<file path="config.mk">
export PLATFORM = sky130hd
export DESIGN_NAME = fb_write_sink
export DESIGN_NICKNAME = d
export VERILOG_FILES = /design/src/rtl/fb_write_sink.sv
export SDC_FILE = /design/constraint.sdc
export NUM_CORES = 1
export LEC_CHECK = 0
export BUFFER_PORTS_ARGS = -buffer_cell sky130_fd_sc_hd__clkbuf_2
export CORE_MARGIN = 2
export CORE_UTILIZATION = 55
export DETAILED_ROUTE_END_ITERATION = 16
export GPL_TIMING_DRIVEN = 1
export PLACE_DENSITY_LB_ADDON = 0.1
export REMOVE_ABC_BUFFERS = 1
export SYNTH_ARGS = -nofsm -noshare
export SYNTH_HDL_FRONTEND = slang
export SYNTH_SLANG_ARGS = --single-unit
</file>
<file path="constraint.sdc">
create_clock -name I_CLOCK -period 7.1 [get_ports I_CLOCK]
set_input_delay 0.355 -clock I_CLOCK [delete_from_list [all_inputs] [get_ports I_CLOCK]]
set_output_delay 0.355 -clock I_CLOCK [all_outputs]
set_load 0.02 [all_outputs]
</file>
<file path="src/rtl/fb_write_sink.sv">
// fb_write_sink: queues rasterizer pixel writes and retires them to the frame-buffer SRAM, plus whole-frame clear.
// Define FB_DROP_COUNT_EN to add O_DROP_COUNT, a saturating count of out-of-range writes.
module fb_write_sink #(
   parameter int unsigned ADDR_WIDTH = 18,
   parameter int unsigned FIFO_DEPTH = 8,
   parameter int unsigned NUM_PIXELS = 256000
) (
   input  logic                  I_CLOCK,
   input  logic                  I_RESET_N,
   input  logic                  I_WR_VALID,
   input  logic [ADDR_WIDTH-1:0] I_WR_ADDR,
   input  logic [63:0]           I_WR_COLOR,
   output logic                  O_WR_READY,
   input  logic                  I_CLEAR,
   input  logic [15:0]           I_CLEAR_COLOR,
   input  logic                  I_SRAM_GRANT,
   output logic                  O_SRAM_REQ,
   output logic [ADDR_WIDTH-1:0] O_SRAM_ADDR,
   output logic [15:0]           O_SRAM_DQ,
   output logic                  O_SRAM_CE_N,
   output logic                  O_SRAM_WE_N,
   output logic                  O_BUSY
`ifdef FB_DROP_COUNT_EN
   ,
   output logic [15:0]           O_DROP_COUNT
`endif
);
   localparam int unsigned PW = $clog2(FIFO_DEPTH);
   localparam logic [ADDR_WIDTH-1:0] LAST_ADDR = ADDR_WIDTH'(NUM_PIXELS - 1);

   typedef enum logic [2:0] {IDLE, SETUP, STROBE, CLR_SETUP, CLR_STROBE} state_t;

   state_t                  state_q, state_d;
   logic [ADDR_WIDTH+15:0]  mem_q [FIFO_DEPTH];
   logic [PW-1:0]           wr_ptr_q, rd_ptr_q;
   logic [PW:0]             cnt_q, cnt_d;
   logic                    ready_q, ready_d;
   logic                    clr_pend_q, clr_pend_d;
   logic [15:0]             clr_color_q, clr_color_d;
   logic [ADDR_WIDTH-1:0]   addr_q, addr_d;
   logic [15:0]             dq_q, dq_d;
   logic                    ce_n_q, ce_n_d;
   logic                    we_n_q, we_n_d;
   logic                    accept, in_range, push, pop;
   logic                    unused_color_hi;

   assign unused_color_hi = ^I_WR_COLOR[63:16];
   assign accept   = I_WR_VALID && ready_q;
   assign in_range = (I_WR_ADDR <= LAST_ADDR);
   assign push     = accept && in_range;
   assign cnt_d    = cnt_q + (PW+1)'(push) - (PW+1)'(pop);

   always_comb begin
      state_d     = state_q;
      addr_d      = addr_q;
      dq_d        = dq_q;
      ce_n_d      = ce_n_q;
      we_n_d      = we_n_q;
      pop         = 1'b0;
      clr_pend_d  = clr_pend_q;
      clr_color_d = clr_color_q;
      if (I_CLEAR && !clr_pend_q) begin
         clr_pend_d  = 1'b1;
         clr_color_d = I_CLEAR_COLOR;
      end
      unique case (state_q)
         // Queued writes keep draining while a clear is pending; the clear starts once empty.
         IDLE: if (I_SRAM_GRANT) begin
            if (cnt_q != '0) begin
               pop             = 1'b1;
               state_d         = SETUP;
               {addr_d, dq_d}  = mem_q[rd_ptr_q];
               ce_n_d          = 1'b0;
               we_n_d          = 1'b1;
            end else if (clr_pend_q) begin
               state_d = CLR_SETUP;
               addr_d  = '0;
               dq_d    = clr_color_q;
               ce_n_d  = 1'b0;
               we_n_d  = 1'b1;
            end
         end
         SETUP: begin
            state_d = STROBE;
            we_n_d  = 1'b0;
         end
         STROBE: begin
            state_d = IDLE;
            ce_n_d  = 1'b1;
            we_n_d  = 1'b1;
         end
         // CE_N high here means the next clear pixel is still waiting for a grant.
         CLR_SETUP: begin
            if (!ce_n_q) begin
               state_d = CLR_STROBE;
               we_n_d  = 1'b0;
            end else if (I_SRAM_GRANT) begin
               ce_n_d = 1'b0;
            end
         end
         CLR_STROBE: begin
            ce_n_d = 1'b1;
            we_n_d = 1'b1;
            if (addr_q == LAST_ADDR) begin
               state_d    = IDLE;
               clr_pend_d = 1'b0;
            end else begin
               state_d = CLR_SETUP;
               addr_d  = addr_q + ADDR_WIDTH'(1);
            end
         end
         default: state_d = IDLE;
      endcase
      ready_d = (cnt_d != (PW+1)'(FIFO_DEPTH)) && !clr_pend_d
                && (state_d != CLR_SETUP) && (state_d != CLR_STROBE);
   end

   always_ff @(negedge I_CLOCK or negedge I_RESET_N) begin
      if (!I_RESET_N) begin
         state_q     <= IDLE;
         wr_ptr_q    <= '0;
         rd_ptr_q    <= '0;
         cnt_q       <= '0;
         ready_q     <= 1'b0;
         clr_pend_q  <= 1'b0;
         clr_color_q <= '0;
         addr_q      <= '0;
         dq_q        <= '0;
         ce_n_q      <= 1'b1;
         we_n_q      <= 1'b1;
      end else begin
         state_q     <= state_d;
         cnt_q       <= cnt_d;
         ready_q     <= ready_d;
         clr_pend_q  <= clr_pend_d;
         clr_color_q <= clr_color_d;
         addr_q      <= addr_d;
         dq_q        <= dq_d;
         ce_n_q      <= ce_n_d;
         we_n_q      <= we_n_d;
         if (push) wr_ptr_q <= wr_ptr_q + PW'(1);
         if (pop)  rd_ptr_q <= rd_ptr_q + PW'(1);
      end
   end

   always_ff @(negedge I_CLOCK) begin
      if (push) mem_q[wr_ptr_q] <= {I_WR_ADDR, I_WR_COLOR[15:0]};
   end

`ifdef FB_DROP_COUNT_EN
   logic [15:0] drop_cnt_q;
   always_ff @(negedge I_CLOCK or negedge I_RESET_N) begin
      if (!I_RESET_N) drop_cnt_q <= '0;
      else if (accept && !in_range && (drop_cnt_q != '1)) drop_cnt_q <= drop_cnt_q + 16'd1;
   end
   assign O_DROP_COUNT = drop_cnt_q;
`endif

   assign O_WR_READY  = ready_q;
   assign O_SRAM_REQ  = (cnt_q != '0) || (state_q == CLR_SETUP) || (state_q == CLR_STROBE);
   assign O_SRAM_ADDR = addr_q;
   assign O_SRAM_DQ   = dq_q;
   assign O_SRAM_CE_N = ce_n_q;
   assign O_SRAM_WE_N = we_n_q;
   assign O_BUSY      = (cnt_q != '0) || (state_q != IDLE) || clr_pend_q;
endmodule

</file>
==> impl_metrics.env <==
export IMPL_status="complete, no violations"
export IMPL_startpoint_type="flip-flop"
export IMPL_cts_resized=0
export IMPL_antenna_found_initial=0
export IMPL_ctsHtreeMaxLevel=2
export IMPL_stdcell_count=1487
export IMPL_postSynthCellCount=760
export IMPL_path_cells="or3b_1 -> nand3_1 -> clkbuf_2"
export IMPL_power_density_nw_per_um2=392
export IMPL_use_met1_pct=30.9
export IMPL_first_pass_iters=5
export IMPL_die_area_sq_um=25900
export IMPL_synth_area_per_cell_sq_um=17.9
export IMPL_yosysWarnings=0
export IMPL_critical_path_arrival_ns=6.06
export IMPL_rsz0062_at_grt="false"
export IMPL_diodes=0
export IMPL_root_buffer="clkbuf_16"
export IMPL_grt_max_degree=71
export IMPL_wl_per_cell_microns=20.0
export IMPL_place_area_sq_um=14500
export IMPL_drc=0
export IMPL_grt_overflow=0
export IMPL_dpl_hpwl_microns=17100
export IMPL_rows=57
export IMPL_ys_ff_latch=339
export IMPL_io_buffers=93
export IMPL_cp_num_buf_inv=1
export IMPL_cp_top_family="simple AND/OR/NAND/NOR gates"
export IMPL_dpl_cell_count=1153
export IMPL_synth_edf_count=272
export IMPL_cts_sinks=339
export IMPL_drt_iter0_markers=695
export IMPL_met3_usage_pct=5.65
export IMPL_drv_cap=0
export IMPL_grt_pass1_wl_microns=46400
export IMPL_postCtsSetupBuffers=0
export IMPL_io_pins=142
export IMPL_num_vias=8213
export IMPL_antenna_left=0
export IMPL_ctsHoldBuffers=0
export IMPL_via_per_inst=5.52
export IMPL_gr_usage_met2_pct=39.7
export IMPL_leakagePower_nw=7.08
export IMPL_wl_microns=29700
export IMPL_top_usage_layer="met2"
export IMPL_max_stage_delay_ns=0.87
export IMPL_ys_flop_type="edfxtp_1"
export IMPL_whs_ns=0.427
export IMPL_hold_path_class="reg2reg"
export IMPL_nets=1252
export IMPL_slowest_stage="dfrtn_1"
export IMPL_tns_ns=0
export IMPL_slew_violations=0
export IMPL_grt_usage_pct=23.9
export IMPL_fin_worst_skew_ns=0.0662
export IMPL_hold_viol_final=0
export IMPL_cts_buffers=36
export IMPL_clk_latency_ns=0.58
export IMPL_path_max_fanout=20
export IMPL_cts_tree="yes"
export IMPL_synthDistinctLibCells=59
export IMPL_grt_pass1_vias=8721
export IMPL_synth_area_sq_um=13600
export IMPL_ir_drop_mv=0.276
export IMPL_path_class="reg2out"
export IMPL_final_cell_area_sq_um=16700
export IMPL_setup_viol=0
export IMPL_areaGrowthSynthToFinish_pct=22.8
export IMPL_dieWidth_microns=161
export IMPL_die_y_microns=161
export IMPL_async_reset_ff_share_pct=19.8
export IMPL_gp_congestion=0.805
export IMPL_start_util_pct=55.9
export IMPL_drive_above_1_share_pct=23.0
export IMPL_slew_headroom_pct=26.7
export IMPL_core_sq_um=24200
export IMPL_worstMarginPinSlew_ns=1.09
export IMPL_endpoint_kind="output pin"
export IMPL_clkTransAtPathRegs_ns=0.05
export IMPL_yosysSeqAreaShare_pct=72.6
export IMPL_clock_path_buffers=3
export IMPL_critical_path_required_ns=6.74
## per-layer routing
metal  vias up  routed length, microns
met4         0                     685
met5         -                       0
met3        53                    1960
met1      4087                   12000
li1       3773                       -
met2       300                   15100
## synth_stat cells (2+ instances only)
cell type | number | share of area, %
nand3_1 | 12 | 0.44
o32a_1 | 2 | 0.15
or3_1 | 5 | 0.23
inv_1 | 20 | 0.55
nor3_1 | 11 | 0.41
edfxtp_1 | 272 | 60
o31a_1 | 3 | 0.19
ha_1 | 8 | 0.74
nor2_1 | 17 | 0.47
a22oi_1 | 7 | 0.39
clkbuf_1 | 11 | 0.30
dfstp_2 | 2 | 0.39
mux2_2 | 16 | 1.3
mux2i_1 | 24 | 1.8
buf_6 | 4 | 0.33
o22ai_1 | 6 | 0.28
and3_1 | 2 | 0.092
o22a_1 | 2 | 0.13
a31oi_1 | 5 | 0.23
o21ai_0 | 45 | 1.7
a21o_1 | 4 | 0.22
nand2b_1 | 2 | 0.092
dfrtn_1 | 65 | 12
nand2_1 | 58 | 1.6
or2_2 | 3 | 0.14
buf_4 | 5 | 0.28
o21ai_1 | 4 | 0.15
buf_2 | 19 | 0.70
xnor2_1 | 5 | 0.32
a21oi_1 | 17 | 0.63
a22o_1 | 5 | 0.32
nand4_1 | 3 | 0.14
nor4_1 | 3 | 0.14
mux4_2 | 68 | 11
## worst min-delay path, delay by kind of cell, from the launching register on
family           cells  cell delay, ns
flip-flops           1            0.40
AND/OR/NAND/NOR      1            0.05
AO/OA/AOI/OAI        1            0.06
## flip-flops by register name, summed over array words and instances (netlist names)
register / cells
mem_q: 272
O_SRAM_ADDR: 18
O_SRAM_DQ: 16
clr_color_q: 16
cnt_q: 4
rd_ptr_q: 3
state_q: 3
wr_ptr_q: 3
O_SRAM_CE_N: 1
O_SRAM_WE_N: 1
O_WR_READY: 1
clr_pend_q: 1
## where the power goes
part	switching [mW]	leakage, nW	internal, mW
combinational	0.905	1.76	0.721
clock	1.11	2.05	1.32
sequential	0.162	3.26	2.32
total	2.18	7.08	4.36
## final cells by class
| cell class | instances | area (sq um) |
|---|---|---|
| well taps | 324 | 405 |
| clock buffers | 42 | 976 |
| flip-flops and latches | 339 | 9850 |
| multi-input cells | 360 | 3480 |
| fillers | 1725 | 7580 |
| repair buffers | 110 | 671 |
| inverters | 19 | 71.3 |
| clock inverters | 293 | 1210 |
## stage by stage
stage	worst slack, ns	util (%)	total power, mW
after floorplan	-0.273	-	3.91
after global placement	0.590	59.7	4.32
after detailed placement	0.511	59.7	4.37
after CTS	0.708	68.7	6.62
after global routing	0.604	68.7	6.97
final	0.686	68.7	6.54
## cells in the final DEF, fill, tap and decap left out, drive strengths merged, types with 11 or more instances in the layout
cell	Yosys	routed
nand2	58	58
edfxtp	272	272
mux2i	24	24
buf	29	18
clkbuf	12	134
nor2	17	17
nand3	12	12
o21ai	49	49
nor3	11	11
mux4	68	68
mux2	16	16
inv	20	300
dfrtn	65	65
a21oi	17	17
## cell families after synthesis
family / count (synthesis) / synth area share, %
AO/OA/AOI/OAI: 110 / 5.02
AND/OR/NAND/NOR: 127 / 4.51
buffers and inverters: 61 / 2.23
multiplexers: 108 / 14.4
XOR/XNOR: 6 / 0.387
adder cells (fa/ha/maj): 9 / 0.885
flip-flops: 339 / 72.6
## worst paths after layout
kind | startpoint | end | slack (ns) | cells after the start
setup / recovery | state_q[2] | O_SRAM_REQ | 0.69 | 3
hold / removal | O_SRAM_DQ[4] | O_SRAM_DQ[4] | 0.43 | 2
setup reg to reg | cnt_q[2] | O_WR_READY | 3.51 | 14
hold reg to reg | O_SRAM_DQ[4] | O_SRAM_DQ[4] | 0.43 | 2
max in group asynchronous | I_RESET_N | O_SRAM_DQ[7] | 3.04 | 1
min in group asynchronous | I_RESET_N | state_q[2] | 3.43 | 1
No activity file was read; power rests on OpenSTA's default activity.
